<file path="src/rtl/step_sequencer.sv">
// Step-pulse sequencer: acceleration-limited step period ramp with direction setup and no truncated pulses.
// Build macro STEP_SEQ_RAMP_EN enables the period ramp; undefined jumps straight to the target period.
module step_sequencer #(
  parameter int unsigned WIDTH_WORK  = 16,
  parameter int unsigned PULSE_WIDTH = 100,
  parameter int unsigned DIR_SETUP   = 250,
  parameter int unsigned PERIOD_MAX  = 32'h0000_FFFF,
  parameter int unsigned RAMP_STEP   = 64
) (
  input  logic                  clk,
  input  logic                  rst,
  input  logic                  enable,
  input  logic                  dir_req,
  input  logic [WIDTH_WORK-1:0] period_req,
  output logic                  drv_step,
  output logic                  drv_dir,
  output logic                  busy,
  output logic [WIDTH_WORK-1:0] step_count,
  output logic [WIDTH_WORK-1:0] period_cur
);

`ifdef STEP_SEQ_RAMP_EN
  localparam bit RAMP_EN = 1'b1;
`else
  localparam bit RAMP_EN = 1'b0;
`endif

  localparam int unsigned           WX         = WIDTH_WORK + 1;
  localparam logic [WX-1:0]         PMAX_X     = WX'(PERIOD_MAX);
  localparam logic [WX-1:0]         RAMP_X     = WX'(RAMP_STEP);
  localparam logic [WX-1:0]         PMIN_X     = WX'(2 * PULSE_WIDTH);
  localparam logic [WIDTH_WORK-1:0] PW_W       = WIDTH_WORK'(PULSE_WIDTH);
  localparam logic [WIDTH_WORK-1:0] SETUP_LOAD = WIDTH_WORK'(DIR_SETUP - 1);
  localparam logic [WIDTH_WORK-1:0] ONE_W      = WIDTH_WORK'(1);

  typedef enum logic [1:0] {S_IDLE, S_DIR_SETUP, S_RUN, S_DECEL} state_e;

  state_e                state_q, state_d;
  logic [WIDTH_WORK-1:0] phase_q, phase_d;
  logic [WIDTH_WORK-1:0] setup_q, setup_d;
  logic [WIDTH_WORK-1:0] period_q, period_d;
  logic [WIDTH_WORK-1:0] count_q, count_d;
  logic                  step_q, step_d;
  logic                  dir_q, dir_d;
  logic                  busy_q, busy_d;

  logic                  go_c, same_dir_c, boundary_c, start_c;
  logic [WX-1:0]         req_x, tgt_x, per_x, up_x, ramp_x, decel_x, entry_x;

  assign go_c       = enable && (period_req != '0);
  assign same_dir_c = (dir_req == dir_q);
  assign boundary_c = (phase_q == (period_q - ONE_W));
  assign req_x      = {1'b0, period_req};
  assign tgt_x      = (req_x > PMIN_X) ? req_x : PMIN_X;
  assign per_x      = {1'b0, period_q};
  assign up_x       = per_x + RAMP_X;
  assign decel_x    = (up_x > PMAX_X) ? PMAX_X : up_x;
  assign entry_x    = RAMP_EN ? PMAX_X : tgt_x;

  // Next ramp period toward the target; floors at tgt going down, clamps at tgt going up.
  always_comb begin
    ramp_x = per_x;
    if (!RAMP_EN) begin
      ramp_x = tgt_x;
    end else if (per_x > tgt_x) begin
      ramp_x = (per_x >= (tgt_x + RAMP_X)) ? (per_x - RAMP_X) : tgt_x;
    end else if (per_x < tgt_x) begin
      ramp_x = (up_x > tgt_x) ? tgt_x : up_x;
    end
  end

  // Next-state and datapath; every RUN/DECEL change waits for the period boundary.
  always_comb begin
    state_d  = state_q;
    phase_d  = phase_q;
    setup_d  = setup_q;
    period_d = period_q;
    dir_d    = dir_q;
    start_c  = 1'b0;
    case (state_q)
      S_IDLE: begin
        if (go_c && same_dir_c) begin
          state_d  = S_RUN;
          start_c  = 1'b1;
          period_d = WIDTH_WORK'(entry_x);
        end else if (go_c) begin
          dir_d   = dir_req;
          setup_d = SETUP_LOAD;
          state_d = S_DIR_SETUP;
        end
      end
      S_DIR_SETUP: begin
        if (!go_c) begin
          state_d = S_IDLE;
        end else if (setup_q == '0) begin
          state_d  = S_RUN;
          start_c  = 1'b1;
          period_d = WIDTH_WORK'(entry_x);
        end else begin
          setup_d = setup_q - ONE_W;
        end
      end
      S_RUN: begin
        if (boundary_c) begin
          start_c = 1'b1;
          if (!go_c || !same_dir_c) begin
            state_d = S_DECEL;
          end else begin
            period_d = WIDTH_WORK'(ramp_x);
          end
        end else begin
          phase_d = phase_q + ONE_W;
        end
      end
      S_DECEL: begin
        if (boundary_c) begin
          if (go_c && same_dir_c) begin
            state_d = S_RUN;
            start_c = 1'b1;
            if (!RAMP_EN) period_d = WIDTH_WORK'(tgt_x);
          end else if (!RAMP_EN || (per_x == PMAX_X)) begin
            state_d = S_IDLE;
          end else begin
            start_c  = 1'b1;
            period_d = WIDTH_WORK'(decel_x);
          end
        end else begin
          phase_d = phase_q + ONE_W;
        end
      end
      default: state_d = S_IDLE;
    endcase
    if (start_c) phase_d = '0;
    count_d = start_c ? (count_q + ONE_W) : count_q;
    step_d  = ((state_d == S_RUN) || (state_d == S_DECEL)) && (phase_d < PW_W);
    busy_d  = (state_d != S_IDLE);
  end

  always_ff @(posedge clk) begin
    if (rst) begin
      state_q  <= S_IDLE;
      phase_q  <= '0;
      setup_q  <= '0;
      period_q <= WIDTH_WORK'(PERIOD_MAX);
      count_q  <= '0;
      step_q   <= 1'b0;
      dir_q    <= 1'b0;
      busy_q   <= 1'b0;
    end else begin
      state_q  <= state_d;
      phase_q  <= phase_d;
      setup_q  <= setup_d;
      period_q <= period_d;
      count_q  <= count_d;
      step_q   <= step_d;
      dir_q    <= dir_d;
      busy_q   <= busy_d;
    end
  end

  assign drv_step   = step_q;
  assign drv_dir    = dir_q;
  assign busy       = busy_q;
  assign step_count = count_q;
  assign period_cur = period_q;

endmodule
</file>
<file path="config.mk">
export PLATFORM = sky130hd
export DESIGN_NAME = step_sequencer
export DESIGN_NICKNAME = d
export VERILOG_FILES = /design/src/rtl/step_sequencer.sv
export SDC_FILE = /design/constraint.sdc
export NUM_CORES = 1
export LEC_CHECK = 0
export ABC_AREA = 1
export CORE_MARGIN = 4
export CORE_UTILIZATION = 51
export CTS_CLUSTER_DIAMETER = 120
export CTS_CLUSTER_SIZE = 30
export DETAILED_ROUTE_END_ITERATION = 6
export HOLD_SLACK_MARGIN = 0.15
export PLACE_DENSITY = 0.77
export SLEW_MARGIN = 20
export SYNTH_ARGS = -nofsm -noshare
export SYNTH_HDL_FRONTEND = slang
export SYNTH_SLANG_ARGS = --single-unit
</file>
<file path="constraint.sdc">
create_clock -name clk -period 2.21 [get_ports clk]
set_input_delay 0.442 -clock clk [delete_from_list [all_inputs] [get_ports clk]]
set_output_delay 0.442 -clock clk [all_outputs]
set_load 0.005 [all_outputs]
</file>
==> flow_summary.ini, run 1 <==
[cells_and_area]
final_cell_area_mm2 = 0.00725
final_cells = 1038
fin_nets = 953
antenna_cells = 0
area.growth.synth_to_final_pct = 54.6
drive_above_1_share_pct = 34.3

[detailed_routing]
wl_um = 16100
drc_errors = 0
antenna_left = 0
routed-via-count = 5720
avgViaCountPerCell = 5.51
routedWlPerCell_um = 15.5
first_iter_violations = 295
dr.pass1.iters = 5

[place]
io_buffer_count = 54
placed_cells = 998
globalplace.congestion = 0.956
dp_hpwl_um = 10500
pre_cts_ws_ps = -542
place_area_mm2 = 0.00606

[clock_network]
clock_latency_ps = 360
cts_buffers = 9
cts_sinks = 69
clock_path_buffers = 2
cts.clk_slew.worst_paths_ps = 100
cts_root_buffer = clkbuf_8
htreeDepth = 3
tritoncts = built

[synth]
ys_ff_latch = 69
synth_edf_count = 0
ys_async_sr_fraction_pct = 0
synth_common_cells = 210 x nand2_1, 98 x nor2_1, 88 x inv_1, 69 x dfxtp_1, 63 x nand3_1
synth_area_leaders = dfxtp_1 29%, nand2_1 17%, nor2_1 7.8%
synth_area_mm2 = 0.00469
post_synth_num_cell_types = 39
postSynthCellCount = 750
synthFlopType = dfxtp_1
synth_area_per_cell_um2 = 6.25
yosysSeqAreaShare_pct = 29.5
ys_warn_count = 0
synth_area_leader_cell = dfxtp_1
synthesis.nets = 778
synth_most_common_cell = nand2_1
synth_top_cell_area_share_pct = 29.5

[worst_setup_path]
cp-end-kind = register
crit_required_ps = 2480
cp_max_fo = 7
cp_num_buf_inv = 4
critical_path.top_delay_family = simple AND/OR/NAND/NOR gates
crit_path_start_kind = register
crit_type = register to register
critPathMaxStageDelay_ps = 340
crit_top_cell = nand2_2
path_cells = inv_2 -> ha_4 -> nand3_4 -> nor2_4 -> buf_6 -> nand3b_1 -> nand2_2 -> nor2_2 -> nand2_2 -> nor2_4 -> nand2_4 -> buf_6 -> buf_6 -> nand3_2 -> nand2_2 -> nand3_2 -> nor2_2 -> nand2_2 -> nand2_2 -> nor2_2
crit_arrival_ps = 2770
critPathSlowestCell = dfxtp_2

[hold_path]
min_path_type = register to register

[status]
status = finished with violations
violations = negative setup slack

[timing]
finalCriticalPeriod_ps = 2500
fin_ws_ps = -294
fmax_ghz = 0.399
drv_slew = 0
slew_headroom_pct = 60.7
final.period_utilization_pct = 113
worstMarginPinSlew_ps = 585
hold_viol = 0
skew_ps = 22.9
rsz0062_at_grt = yes
final-setup-viol-count = 52
tns_ps = -5850

[floorplan]
ios = 55
die_h_um = 104
start_util_pct = 53.0
coreArea_mm2 = 0.00885
die_area_mm2 = 0.0108
rows = 34
die_w_um = 104

[power_and_ir_drop]
p_leak_nw = 3.08
finalPower_mw = 6.41
ir_drop_mv = 0.654
power.density_mw_per_mm2 = 884

[global_route]
grt_use_total_pct = 26.6
grt_max_degree = 30
grt_pass1_wl_um = 24300
antenna_found_initial = 0
grt_pass1_vias = 5433
grt_overflow_total = 0

[run]
drv_cap = 0
[sequential cells by signal, indices dropped and copies added (netlist names)]
signal      count
setup_q        16
phase_q        16
drv_dir         1
drv_step        1
period_cur     16
state_q         2
busy            1
step_count     16
[power by group]
group          switching, mW  leakage [nW]  internal [mW]  total, mW
logic                   1.79          2.40           1.56       3.35
registers              0.288         0.562           1.46       1.75
clock network          0.528         0.119          0.779       1.31
[cell usage in the layout (no fill, tap or decap), types with 20 or more instances in the layout]
cell and instances:
a21oi_1 25, buf_4 95, buf_6 23, clkdlybuf4s50_1 54, dfxtp_1 65, inv_1 82, nand2_1 171, nand2_2 39
nand3_1 32, nand3_2 30, nor2_1 69, nor2_2 25, nor2_4 20
[layout make-up]
cell class / count / area [um2]
sequential: 69 / 1390
inverter: 95 / 374
clock inverter: 6 / 110
multi-input combinational: 572 / 3480
timing repair buffer: 176 / 1590
tap: 108 / 135
fill: 590 / 1600
timing repair inverter: 2 / 27.5
clock buffer: 10 / 138
[kinds of logic (layout without fill, tap and decap cells)]
| kind of cell | Yosys count | after routing | synth area share (%) |
|---|---|---|---|
| DFF | 69 | 69 | 29.5 |
| adders and majority gates | 8 | 8 | 2.14 |
| AOI/OAI and AO/OA | 83 | 83 | 10.1 |
| xor gates and xnor gates | 19 | 19 | 3.55 |
| buffers and inverters | 109 | 289 | 9.42 |
| and+or+nand+nor | 462 | 462 | 45.3 |
[metal layers]
metal / track usage [%] / wire length (um)
met1: 31.0 / 6360
met2: 48.0 / 8230
met3: 4.72 / 840
met4: 10.6 / 648
met5: 0 / 0
[final timing paths]
kind	slack (ps)	cells after the start	start	endpoint
worst max-delay path	-290	20	period_cur[1]	drv_step
worst min-delay path	490	1	setup_q[14]	setup_q[14]
worst max register to register	-290	20	period_cur[1]	drv_step
worst min register to register	490	1	setup_q[14]	setup_q[14]
[per-stage QoR]
step	hold WS [ps]	utilization, %
after floorplan	443	-
after global placement	454	68.4
after detailed placement	468	68.4
after CTS	488	75.7
after global routing	518	81.9
final	487	81.9
[timing repair]
| action | CTS | global route |
|---|---|---|
| hold buffers | 0 | 0 |
| pin swaps | 30 | 72 |
| setup buffers | 14 | 12 |
| setup endpoints to repair | 58 | 65 |
| gates cloned | 1 | 1 |
| gates resized for setup | 81 | 135 |
Power figures use the tool's default switching activity.
==> inputs of run 2 (changes only) <==
--- a/config.mk
+++ b/config.mk
@@ -9,7 +9,7 @@
 export CORE_MARGIN = 4
 export CORE_UTILIZATION = 51
 export CTS_CLUSTER_DIAMETER = 120
-export CTS_CLUSTER_SIZE = 30
+export CTS_CLUSTER_SIZE = 28
 export DETAILED_ROUTE_END_ITERATION = 6
 export HOLD_SLACK_MARGIN = 0.15
 export PLACE_DENSITY = 0.77
==> results of run 2 <==
Same layout as run 1: the final DEF is identical, and so are final timing and power.
==> inputs of run 3 (changes only) <==
--- a/config.mk
+++ b/config.mk
@@ -7,12 +7,13 @@
 export LEC_CHECK = 0
 export ABC_AREA = 1
 export CORE_MARGIN = 4
-export CORE_UTILIZATION = 51
+export CORE_UTILIZATION = 58
 export CTS_CLUSTER_DIAMETER = 120
 export CTS_CLUSTER_SIZE = 28
 export DETAILED_ROUTE_END_ITERATION = 6
+export DONT_BUFFER_PORTS = 1
 export HOLD_SLACK_MARGIN = 0.15
-export PLACE_DENSITY = 0.77
+export PLACE_DENSITY = 0.76
 export SLEW_MARGIN = 20
 export SYNTH_ARGS = -nofsm -noshare
 export SYNTH_HDL_FRONTEND = slang
==> run 3 against run 2 <==
Net effect: the flow still finishes with violations (negative setup slack); clock skew shrank 9.8 ps; maximum frequency grew 1.5%; combinational power shrank 7.8%; register-to-register slack gained 40 ps; largest power group unchanged; clock power shrank 25%; sequential share of layout area grew 3.0 points; global-route usage grew 3.5 points; sequential power is essentially flat.
==> flow_summary.ini, run 3 (synthesized netlist as in run 1, its figures left out) <==
[cells_and_area]
fill_cells = 531
layout_commonest_cell = nand2_1
area.growth.synth_to_final_pct = 34.3
final_cell_area_mm2 = 0.00629
fin_nets = 898
antenna_cells = 0
drive_above_1_share_pct = 28.7
multi_input_area_mm2 = 0.00321
seq_area_mm2 = 0.00139
final_cell_mix = 196 x nand2_1, 100 x buf_4, 86 x nor2_1, 78 x inv_1, 60 x dfxtp_1

[detailed_routing]
drc_errors = 0
routedWlPerCell_um = 15.7
wl_um = 15300
first_iter_violations = 450
routed-via-count = 5523
antenna_left = 0
avgViaCountPerCell = 5.65
dr.pass1.iters = 6

[power_and_ir_drop]
ir_drop_mv = 0.625
p_clk_share_pct = 16.9
seq_power_share_pct = 29.9
power.density_mw_per_mm2 = 925
p_sw_share_pct = 43.4
p_leak_nw = 2.77
pwr-share-comb_pct = 53.1
power_switching_mw = 2.53
intPower_mw = 3.30

[worst_setup_path]
cp-end-kind = register
path_cells = inv_2 -> ha_4 -> nand3_4 -> nor2_4 -> buf_4 -> nand2_1 -> nand2_2 -> nand2_1 -> nor2_1 -> nand2_1 -> nor2_4 -> nand3_4 -> nand2_4 -> nand2_8 -> buf_6 -> nand3_2 -> nand2_2 -> nor2_2 -> nand2_1 -> nor2_2
r2r-start = period_cur[1]
crit_top_cell = nand2_1
critPathMaxStageDelay_ps = 330
critPathSlowestCell = dfxtp_2
startpoint = period_cur[1]
reg2reg_to = drv_step
critical_path.top_delay_family = simple AND/OR/NAND/NOR gates
cp.depth = 20
r2r_slack_ps = -260
crit_path_start_kind = register
cp_max_fo = 6
crit_type = register to register
crit_required_ps = 2520
crit_arrival_ps = 2770
cp_num_buf_inv = 3
r2r_cells = 20
crit_end = drv_step

[timing]
hold_ws_ps = 147
drv_slew = 0
final-setup-viol-count = 50
slew_headroom_pct = 48.1
fin_ws_ps = -256
fmax_ghz = 0.406
skew_ps = 13.0
rsz0062_at_grt = yes
tns_ps = -4530
worstMarginPinSlew_ps = 777
finalCriticalPeriod_ps = 2470
final.period_utilization_pct = 112
hold_viol = 0

[floorplan]
ios = 55
die_h_um = 97.9
die_w_um = 97.9
rows = 32
die_area_mm2 = 0.00958
coreArea_mm2 = 0.00781
start_util_pct = 60.0

[place]
io_buffer_count = 0
dp_hpwl_um = 10300
globalplace.congestion = 0.954
place_area_mm2 = 0.00548

[hold_path]
min_path_type = input pin to register

[clock_network]
clock_latency_ps = 370
cts.clk_slew.worst_paths_ps = 90
cts_root_buffer = clkbuf_8
tritoncts = built
htreeDepth = 3
cts_sinks = 69
cts_buffers = 9
clock_path_buffers = 2

[global_route]
grt_pass1_vias = 5264
grt_max_degree = 17
antenna_found_initial = 0
grt_overflow_total = 0
grt_pass1_wl_um = 24100
grt_use_total_pct = 30.1

[status]
violations = negative setup slack
status = finished with violations

[run]
drv_cap = 0
## run 3: worst min-delay path by stage
stage                      from             to  slack, ps  cells after the start
finish                      rst     setup_q[7]        150                      1
global route                rst  step_count[2]        150                      1
CTS                         rst     setup_q[7]        150                      1
detailed placement  setup_q[14]    setup_q[14]        470                      1
global placement    setup_q[14]    setup_q[14]        460                      1
floorplan           setup_q[14]    setup_q[14]        440                      1
## run 3: repair_timing
item / 4_1_cts / 5_1_grt
hold buffers: 4 / 1
gates cloned: 2 / 0
pin swaps: 27 / 24
setup endpoints to repair: 50 / 64
setup buffers: 11 / 12
endpoints found under the hold margin: 15 / 1
gates resized for setup: 52 / 65
## run 3: through the flow
stage               instances  setup WS (ps)  utilization (%)  power, mW
floorplan                 750           11.1                -       3.10
global placement          932           -177             70.1       4.09
detailed placement        932           -257             70.1       4.17
CTS                       965           -146             76.6       5.44
global route              977           -396             80.6       6.20
finish                    977           -256             80.6       5.82
## run 3: routing by layer
layer / global-route usage, % / vias to the layer above / wire (um)
li1: - / 2674 / -
met1: 35.4 / 2519 / 5920
met2: 52.4 / 264 / 7700
met3: 5.43 / 66 / 1040
met4: 14.5 / 0 / 657
met5: 0 / - / 0
## run 3: worst reg2reg max path, cell delays in order, from the launching register on
cell     delay, ps
dfxtp_2        330
inv_2           70
ha_4           150
nand3_4        100
nor2_4         190
buf_4          130
nand2_1         50
nand2_2         80
nand2_1         60
nor2_1          90
nand2_1        100
nor2_4         170
nand3_4        110
nand2_4        120
nand2_8         90
buf_6          150
nand3_2         70
nand2_2         60
nor2_2         120
nand2_1         70
nor2_2          90
## run 3: power by group through the flow
| stage | logic (mW) | registers [mW] | clock network, mW |
|---|---|---|---|
| 2_1_floorplan | 1.39 | 1.71 | 0 |
| 3_3_place_gp | 2.37 | 1.72 | 0 |
| 3_5_place_dp | 2.44 | 1.73 | 0 |
| 4_1_cts | 2.73 | 1.72 | 0.979 |
| 5_1_grt | 3.37 | 1.78 | 1.05 |
| 6_report | 3.09 | 1.74 | 0.985 |
## run 3: cell type report
cell class              count  share of cell area [%]
well taps                 102                    2.03
flip-flops and latches     69                    22.1
clock buffers               9                    1.97
repair buffers            121                    16.2
multi-input cells         574                    51.0
inverters                  95                    5.84
clock inverters             7                   0.795
